[src/rtl/rip_load_store_unit.sv]
// rip_load_store_unit
//
// Load/store unit between the execute stage and data channel 1 of the
// memory management unit. Each accepted RV32I load/store becomes a single
// word-aligned memory request: byte strobes plus lane-replicated store data.
// The request is held across the memory unit's busy window. The unit then
// returns a one-cycle response: sign/zero-extended load data, or a store
// completion.
//
// Optional feature macro: RIP_LSU_MISALIGN_CHECK_EN
//   defined   - misaligned half/word accesses trap without touching memory
//               (cause 4 = load, 6 = store).
//   undefined - no trap is possible; halves use addr[1] only and words
//               ignore addr[1:0].
//
// Ports
//   clk, rst          clock, synchronous active-high reset
//   req_valid/ready   request handshake (ready only in IDLE)
//   req_we            1 = store, 0 = load
//   req_funct3        RV32I width/sign code
//   req_addr          byte address
//   req_wdata         right-aligned store data
//   resp_valid        one-cycle completion pulse, no backpressure
//   resp_rdata        extended load data (0 for stores/exceptions)
//   resp_exc          exception flag, valid with resp_valid
//   resp_cause        4 = load misaligned, 6 = store misaligned
//   mem_we, mem_re    single-cycle strobes to channel 1 we_1 / re_1
//   mem_addr, mem_din word-aligned address and replicated store data
//   mem_dout          read data from dout_1
//   mem_busy          busy_1 from the memory unit
module rip_load_store_unit #(
    parameter int ADDR_WIDTH = 32,
    parameter int DATA_WIDTH = 32
) (
    input  logic                  clk,
    input  logic                  rst,
    input  logic                  req_valid,
    output logic                  req_ready,
    input  logic                  req_we,
    input  logic [2:0]            req_funct3,
    input  logic [ADDR_WIDTH-1:0] req_addr,
    input  logic [DATA_WIDTH-1:0] req_wdata,
    output logic                  resp_valid,
    output logic [DATA_WIDTH-1:0] resp_rdata,
    output logic                  resp_exc,
    output logic [3:0]            resp_cause,
    output logic [3:0]            mem_we,
    output logic                  mem_re,
    output logic [ADDR_WIDTH-1:0] mem_addr,
    output logic [DATA_WIDTH-1:0] mem_din,
    input  logic [DATA_WIDTH-1:0] mem_dout,
    input  logic                  mem_busy
);

    typedef enum logic [1:0] {S_IDLE, S_ISSUE, S_WAIT} state_e;

    state_e                state_q, state_d;
    logic                  first_wait_q, first_wait_d;
    logic                  is_store_q, is_store_d;
    logic                  unsigned_q, unsigned_d;
    logic [1:0]            size_q, size_d;
    logic [1:0]            off_q, off_d;
    logic [3:0]            strb_q, strb_d;
    logic [ADDR_WIDTH-1:0] mem_addr_q, mem_addr_d;
    logic [DATA_WIDTH-1:0] mem_din_q, mem_din_d;
    logic                  resp_valid_q, resp_valid_d;
    logic [DATA_WIDTH-1:0] resp_rdata_q, resp_rdata_d;
    logic                  exc_q, exc_d;
    logic [3:0]            cause_q, cause_d;

    // Request-side decode
    logic [1:0]            req_size;
    logic [1:0]            req_off;
    logic                  req_misaligned;
    logic [3:0]            req_strb;
    logic [DATA_WIDTH-1:0] req_din;
    logic                  accept;

    assign req_size  = req_funct3[1:0];
    assign req_ready = (state_q == S_IDLE);
    assign accept    = req_valid && req_ready;

`ifdef RIP_LSU_MISALIGN_CHECK_EN
    assign req_misaligned = ((req_size == 2'b01) && req_addr[0]) ||
                            (req_size[1] && (req_addr[1:0] != 2'b00)) ||
                            ((req_size == 2'b11) && (req_addr[1:0] != 2'b00));
    assign req_off        = req_addr[1:0];
`else
    // Without trapping, halves snap to the nearest halfword and words to the
    // word, so a misaligned address can never produce a strobe past lane 3.
    assign req_misaligned = 1'b0;
    assign req_off        = (req_size == 2'b00) ? req_addr[1:0] :
                            (req_size == 2'b01) ? {req_addr[1], 1'b0} : 2'b00;
`endif

    always_comb begin
        // NOTE: every combinationally assigned signal gets a default before
        // the case so no path leaves it unassigned (which would infer a latch).
        req_strb = 4'b1111;
        req_din  = req_wdata;
        case (req_size)
            2'b00: begin
                req_strb = 4'b0001 << req_off;
                req_din  = {4{req_wdata[7:0]}};
            end
            2'b01: begin
                req_strb = 4'b0011 << req_off;
                req_din  = {2{req_wdata[15:0]}};
            end
            default: ;
        endcase
    end

    // Load extraction from the returned word
    logic [DATA_WIDTH-1:0] load_sh;
    logic [DATA_WIDTH-1:0] load_data;

    assign load_sh = mem_dout >> {off_q, 3'b000};

    always_comb begin
        load_data = load_sh;
        case (size_q)
            2'b00:   load_data = {{24{~unsigned_q & load_sh[7]}}, load_sh[7:0]};
            2'b01:   load_data = {{16{~unsigned_q & load_sh[15]}}, load_sh[15:0]};
            default: ;
        endcase
    end

    // Next-state and strobe logic
    always_comb begin
        state_d      = state_q;
        first_wait_d = first_wait_q;
        is_store_d   = is_store_q;
        unsigned_d   = unsigned_q;
        size_d       = size_q;
        off_d        = off_q;
        strb_d       = strb_q;
        mem_addr_d   = mem_addr_q;
        mem_din_d    = mem_din_q;
        resp_valid_d = 1'b0;
        resp_rdata_d = resp_rdata_q;
        exc_d        = exc_q;
        cause_d      = cause_q;
        mem_we       = 4'b0000;
        mem_re       = 1'b0;

        case (state_q)
            S_IDLE: begin
                if (accept) begin
                    if (req_misaligned) begin
                        resp_valid_d = 1'b1;
                        resp_rdata_d = '0;
                        exc_d        = 1'b1;
                        cause_d      = req_we ? 4'd6 : 4'd4;
                    end else begin
                        is_store_d = req_we;
                        unsigned_d = req_funct3[2];
                        size_d     = req_size;
                        off_d      = req_off;
                        strb_d     = req_strb;
                        mem_addr_d = {req_addr[ADDR_WIDTH-1:2], 2'b00};
                        mem_din_d  = req_din;
                        state_d    = S_ISSUE;
                    end
                end
            end
            S_ISSUE: begin
                // Strobes are live for exactly this one cycle so the memory
                // unit never sees the same request twice.
                if (!mem_busy) begin
                    mem_re       = ~is_store_q;
                    mem_we       = is_store_q ? strb_q : 4'b0000;
                    first_wait_d = 1'b1;
                    state_d      = S_WAIT;
                end
            end
            S_WAIT: begin
                // Busy rises only one cycle after the request, so the first
                // WAIT cycle's busy value is not meaningful.
                first_wait_d = 1'b0;
                if (!first_wait_q && !mem_busy) begin
                    state_d      = S_IDLE;
                    resp_valid_d = 1'b1;
                    resp_rdata_d = is_store_q ? '0 : load_data;
                    exc_d        = 1'b0;
                    cause_d      = 4'd0;
                end
            end
            default: state_d = S_IDLE;
        endcase
    end

    always_ff @(posedge clk) begin
        // NOTE: state registers use non-blocking assignments so every flop
        // samples pre-edge values regardless of statement order.
        if (rst) begin
            state_q      <= S_IDLE;
            first_wait_q <= 1'b0;
            is_store_q   <= 1'b0;
            unsigned_q   <= 1'b0;
            size_q       <= 2'b00;
            off_q        <= 2'b00;
            strb_q       <= 4'b0000;
            mem_addr_q   <= '0;
            mem_din_q    <= '0;
            resp_valid_q <= 1'b0;
            resp_rdata_q <= '0;
            exc_q        <= 1'b0;
            cause_q      <= 4'd0;
        end else begin
            state_q      <= state_d;
            first_wait_q <= first_wait_d;
            is_store_q   <= is_store_d;
            unsigned_q   <= unsigned_d;
            size_q       <= size_d;
            off_q        <= off_d;
            strb_q       <= strb_d;
            mem_addr_q   <= mem_addr_d;
            mem_din_q    <= mem_din_d;
            resp_valid_q <= resp_valid_d;
            resp_rdata_q <= resp_rdata_d;
            exc_q        <= exc_d;
            cause_q      <= cause_d;
        end
    end

    assign mem_addr   = mem_addr_q;
    assign mem_din    = mem_din_q;
    assign resp_valid = resp_valid_q;
    assign resp_rdata = resp_rdata_q;
    assign resp_exc   = exc_q;
    assign resp_cause = cause_q;

endmodule

[config.mk]
export PLATFORM = sky130hd
export DESIGN_NAME = rip_load_store_unit
export DESIGN_NICKNAME = d
export VERILOG_FILES = /design/src/rtl/rip_load_store_unit.sv
export SDC_FILE = /design/constraint.sdc
export NUM_CORES = 1
export LEC_CHECK = 0
export CORE_MARGIN = 4
export CORE_UTILIZATION = 42
export CTS_CLUSTER_SIZE = 24
export DETAILED_ROUTE_END_ITERATION = 8
export PLACE_DENSITY = 0.89
export SYNTH_ARGS = -nofsm -noshare
export SYNTH_HDL_FRONTEND = slang
export SYNTH_SLANG_ARGS = --single-unit
[constraint.sdc]
create_clock -name clk -period 2.5 [get_ports clk]
set_input_delay 0.5 -clock clk [delete_from_list [all_inputs] [get_ports clk]]
set_output_delay 0.5 -clock clk [all_outputs]
set_load 0.01 [all_outputs]
==> results of run 1 <==
==> power breakdown <==
group          internal [W]  leakage, nW  switching [W]  total [W]
registers           0.00198        0.883       0.000170    0.00215
logic              0.000905         1.68       0.000913    0.00182
clock network      0.000648        0.116       0.000577    0.00122
==> state kept, by name, indices dropped and copies added (netlist names) <==
| signal | cells |
|---|---|
| first_wait_q | 1 |
| is_store_q | 1 |
| mem_addr | 30 |
| mem_din | 32 |
| off_q | 2 |
| resp_rdata | 32 |
| resp_valid | 1 |
| size_q | 2 |
| state_q | 2 |
| strb_q | 4 |
| unsigned_q | 1 |
==> critical path, cell delays in order <==
cell             delay [ps]
clkdlybuf4s50_1         550
nor2_4                  200
and2_1                  140
clkdlybuf4s50_1         520
==> per-layer routing <==
| layer | global-route usage | share of wire | vias up | routed length, um |
|---|---|---|---|---|
| li1 | - | - | 2255 | - |
| met5 | 0 | 0 | - | 0 |
| met2 | 0.4068 | 0.50 | 218 | 7662 |
| met1 | 0.2649 | 0.38 | 2218 | 5857 |
| met3 | 0.06472 | 0.10 | 17 | 1533 |
| met4 | 0.07205 | 0.016 | 0 | 247 |
==> cell usage in the layout, fill, tap and decap left out, types with 2 or more instances in the layout <==
cell             synthesis  layout
nor2_1                  39      38
mux4_2                   8       8
mux2i_1                 26      26
conb_1                   1       7
and2_1                   5       4
dlymetal6s2s_1           0       3
a211oi_1                13      13
clkbuf_8                 0      12
a221o_1                  8       8
a22oi_1                 16      16
a311oi_1                 8       8
bufinv_16                0       2
a21oi_1                 63      63
ha_1                     5       4
buf_4                    7      20
o21ai_0                 26      26
nand2_1                122     121
inv_1                    4       3
dfxtp_1                108     108
o21ai_1                  9       9
a22o_1                   7       7
mux2_2                   9       9
clkdlybuf4s50_1          0     200
nor2b_1                  3       3
==> stage by stage <==
step / instances / total power, W / setup WS (ps)
2_1_floorplan: 548 / 0.003074 / 400.7
3_3_place_gp: 862 / 0.003913 / 30.84
3_5_place_dp: 862 / 0.003989 / -15.86
4_1_cts: 878 / 0.005213 / 5.118
5_1_grt: 878 / 0.005481 / 2.606
6_report: 878 / 0.005193 / 76.87
==> path summary, 6_finish.rpt <==
kind         cells past startpoint              to
min reg2reg                      2     mem_din[29]
max reg2reg                      5  resp_rdata[29]
max                              4       mem_we[3]
min                              2     mem_din[29]
==> cells by family after synthesis <==
family	after synthesis	synth area share
AOI/OAI and AO/OA	155	0.2047
muxes	43	0.1151
DFF	108	0.4595
and+or+nand+nor	176	0.1558
buffers and inverters	54	0.05078
adders and majority gates	5	0.01329
other	1	0.0007969
==> what timing repair did <==
item	CTS	global route
endpoints found under the setup margin	4	5
pin swaps	0	0
gates resized for setup	2	7
==> layout make-up <==
cell class | count | area, um^2 | share of cell area
repair buffers | 224 | 2210 | 0.3088
inverters | 4 | 15.01 | 0.002099
clock inverters | 3 | 67.56 | 0.009444
multi-input cells | 386 | 2356 | 0.3293
well taps | 140 | 175.2 | 0.02448
clock buffers | 13 | 168.9 | 0.02361
flip-flops and latches | 108 | 2162 | 0.3022
==> run metrics, run 1 <==
final hold vios 0; initial antenna violation count 0; prevailing post-synth register cell dfxtp_1; Crit Path Max Fanout 5; register bit count reported by yosys 108; CTS Root Cell clkbuf_8; Routed WL 15,300 um; Row Count 38; Layout fillers 861; power density over the cells 725.9 mW/mm^2; gr ovfl total 0; Mapped Cells 542; endpoint class of the critical path primary output; CTS tree yes; vias in the first global route 4,720; largest net degree at the start of global routing 66; maximum clock rate 412.7 MHz; Leak 2.678 nW; Tmin final 2423 ps; dpl hpwl 11,570 um; Critical Path Start mem_busy; vias per inst 5.362; Hold Crit Class reg -> reg; Final Max Tran Viols 0; hold_buf cts 0; sequential share of the synthesized area 0.4595; post-route ant nets 0; Fin Setup TNS 0 ps; Initial Util 0.4322; reg-to-reg startpoint state_q[0]; die width 113.9 um; status finished clean; first-pass GRT wire length 23,970 um; critical path class in -> out; Required @ worst endpoint 2000 ps; Avg WL per Cell 17.43 um; Synth Warn # 0; most common cell in the netlist nand2_1; Placer Congestion 0.9357; placed inst area 0.006885 mm^2; die area 0.01296 mm^2; final setup violation count 0; minimum hold slack 462.0 ps; via count 4,708; nets@finish 842; period utilization 0.9693; Max rail drop VDD 376.2 uV; post-synth top area share 0.4595; ys async rst share 0; DIE HEIGHT 113.9 um; clk slew on worst S/H paths 100 ps; share of post-route cells with drive strength above 1 0.08537; RSZ-0062 raised after global routing false; library cells used by synthesis 36; ant diodes 0; Setup Skew 10.63 ps; synthesized area 0.004706 mm^2; R2R setup slack 200 ps; Num CTS Buffers 9; post-CTS setup repair buffer count 0; fin util 0.6571; Synth Area per Inst 8.682 um^2; Post-synth EDFFs 0; Least-Margin Pin Slew 1062 ps; Synth area leader dfxtp_1; Skew-Pair Late Insertion Delay 360 ps; ranking of synthesized cells by area dfxtp_1 46%, nand2_1 9.7%, a21oi_1 6.7%; final instance area 0.007154 mm^2; startpoint of the worst hold path mem_din[29]; drt initial violations 329; Worst slew margin 0.2908; Post-route DRC 0; core area 0.01089 mm^2; IO Port Bufs 204; maximum capacitance violations 0; htree depth 3; Clock Tree Buf Depth 2; startpoint types input port; Sink Count 108; area grow syn2layout 52.03%; Tot GR Track Use 0.2284; Post-synth top cells 122 x nand2_1, 108 x dfxtp_1, 63 x a21oi_1, 39 x nor2_1, 34 x clkbuf_1; Top Ports 212; Crit path arrival time 1920 ps; first drt pass iteration count 5
(Power assumes the default switching activity.)
==> run 2, diff against run 1 <==
CORE_UTILIZATION = 38   (was 42)
HOLD_SLACK_MARGIN = 0.05   (was not set)
PLACE_DENSITY = 0.85   (was 0.89)
clock period = 2.21 ns   (was 2.5 ns; I/O delays follow)
==> run 2 against run 1 <==
Against the previous run:
- total power increased by 19%
- largest cell class unchanged
- first-iteration DRC count increased by 9.4%
- worst hold slack got worse by 7.8 ps
==> run metrics, run 2 (synthesis results as in run 1) <==
status finished clean (unchanged); hold_buf cts 0 (unchanged); Crit Path Max Fanout 5 (unchanged); first drt pass iteration count 5 (unchanged); maximum capacitance violations 0 (unchanged); Routed WL 15,940 um (was 15,300 um); CTS tree yes (unchanged); Placer Congestion 0.8364 (was 0.9357); CP max stage cell clkdlybuf4s50_1 (unchanged); gr ovfl total 0 (unchanged); final setup violation count 0 (unchanged); Least-Margin Pin Slew 624.8 ps (was 1062 ps); Clock Tree Buf Depth 2 (unchanged); Hold Crit Class reg -> reg (unchanged); Crit path arrival time 1710 ps (was 1920 ps); share of post-route cells with drive strength above 1 0.09825 (was 0.08537); critical path class in -> out (unchanged); pre-CTS WS -175.0 ps (was -15.86 ps); Row Count 40 (was 38); RSZ-0062 raised after global routing false (unchanged); CP most frequent cell clkdlybuf4s50_1 (unchanged); startpoint of the worst hold path mem_addr[19] (was mem_din[29]); maximum clock rate 465.6 MHz; Leak 2.706 nW (was 2.678 nW); commonest non-fill, non-tap cells in the layout 199 x clkdlybuf4s50_1, 121 x nand2_1, 107 x dfxtp_1, 63 x a21oi_1, 38 x nor2_1 (was 200 x clkdlybuf4s50_1, 121 x nand2_1, 108 x dfxtp_1, 63 x a21oi_1, 38 x nor2_1); vias in the first global route 4,866 (was 4,720); post-route ant nets 0 (unchanged); post-CTS setup repair buffer count 0 (unchanged); R2R setup slack 130 ps (was 200 ps); power density over the cells 846.8 mW/mm^2 (was 725.9 mW/mm^2); most common cell after layout, fill and taps aside clkdlybuf4s50_1 (unchanged); endpoint class of the critical path primary output (unchanged); Num CTS Buffers 9 (unchanged); Top Ports 212 (unchanged); Tot GR Track Use 0.2190 (was 0.2284); ant diodes 0 (unchanged); core area 0.01206 mm^2 (was 0.01089 mm^2); nets@finish 847 (was 842); Hold Crit Depth 2 (unchanged); Skew-Pair Late Insertion Delay 350 ps (was 360 ps); initial antenna violation count 0 (unchanged); Post-route DRC 0 (unchanged); DIE HEIGHT 119.3 um (was 113.9 um); reg-to-reg startpoint state_q[0] (unchanged); area grow syn2layout 55.07% (was 52.03%); largest net degree at the start of global routing 62 (was 66); placed cells 895 (was 862); Worst slew margin 0.5816 (was 0.2908); Avg WL per Cell 17.50 um (was 17.43 um); Final WS setup 62.08 ps (was 76.87 ps); delay-heaviest family, CP buffers and inverters (unchanged); htree depth 3 (unchanged); IO Port Bufs 204 (unchanged); dpl hpwl 12,130 um (was 11,570 um); vias per inst 5.268 (was 5.362); Setup Skew 9.145 ps (was 10.63 ps); CTS Root Cell clkbuf_16 (was clkbuf_8); final hold vios 0 (unchanged); Max rail drop VDD 498.8 uV (was 376.2 uV); Critical Path Max Stage Delay 560 ps (was 550 ps); Reg-to-Reg End resp_rdata[19] (was resp_rdata[29]); first-pass GRT wire length 25,020 um (was 23,970 um); die area 0.01423 mm^2 (was 0.01296 mm^2); startpoint types input port (unchanged); WHS Endpoint mem_addr[19] (was mem_din[29]); drt initial violations 360 (was 329); clk slew on worst S/H paths 70 ps (was 100 ps); Initial Util 0.3901 (was 0.4322); cell breakdown of the critical path clkdlybuf4s50_1 -> nor3b_2 -> clkdlybuf4s50_1 (was clkdlybuf4s50_1 -> nor2_4 -> and2_1 -> clkdlybuf4s50_1); via count 4,799 (was 4,708); die width 119.3 um (was 113.9 um); Required @ worst endpoint 1770 ps (was 2000 ps); Tmin final 2148 ps; R2R cell count 6 (was 5); Final Max Tran Viols 0 (unchanged); Non-Filler Instances 911 (was 878); Sink Count 108 (unchanged); period utilization 0.9719; Worst Path Buf+Inv 2 (unchanged); minimum hold slack 454.2 ps (was 462.0 ps); post-cts gate resize count 9 (was 2)
run 2: where the power goes:
part / internal, W / switching, W
clock: 0.000943 / 0.000732
sequential: 0.00224 / 0.000187
combinational: 0.00103 / 0.00105
run 2: routing by layer:
| metal | up-vias | part of all wire | global-route usage |
|---|---|---|---|
| met5 | - | 0 | 0 |
| met4 | 0 | 0.027 | 0.09920 |
| met3 | 28 | 0.095 | 0.07502 |
| met2 | 228 | 0.50 | 0.3741 |
| met1 | 2275 | 0.38 | 0.2456 |
| li1 | 2268 | - | - |
run 2: area by class of cell:
class                           count  area [um^2]
Clock buffer                       11        252.7
Tap cell                          168        210.2
Clock inverter                      5        60.06
Sequential cell                   108         2163
Inverter                            4        15.01
Multi-Input combinational cell    386         2361
Fill cell                         987         4765
Timing Repair Buffer              229         2235
run 2: how the worst max path moves through the flow:
stage,from,to,slack [ps],cells after the start
2_1_floorplan,state_q[0],resp_rdata[24],110,7
3_3_place_gp,mem_busy,resp_rdata[29],-130,6
3_5_place_dp,mem_busy,resp_rdata[25],-170,6
4_1_cts,state_q[0],resp_rdata[25],20,5
5_1_grt,mem_busy,mem_re,10,3
6_report,mem_busy,mem_re,60,3
run 2: per-stage QoR:
stage          power, W  setup TNS, ps  utilization  area, um^2
2_1_floorplan  0.003478              0            -        4728
3_3_place_gp   0.004449          -2509       0.5769        6958
3_5_place_dp   0.004526          -3731       0.5769        6958
4_1_cts        0.006229              0       0.6037        7282
5_1_grt        0.006508              0       0.6050        7297
6_report       0.006179              0       0.6050        7297
run 2: worst reg2reg max path, delay by kind of cell (launching register included):
family,cells,cell delay [ps]
simple gates,2,810
fa+ha+maj,1,220
buf+inv,1,120
flops,1,350
compound gates,2,510
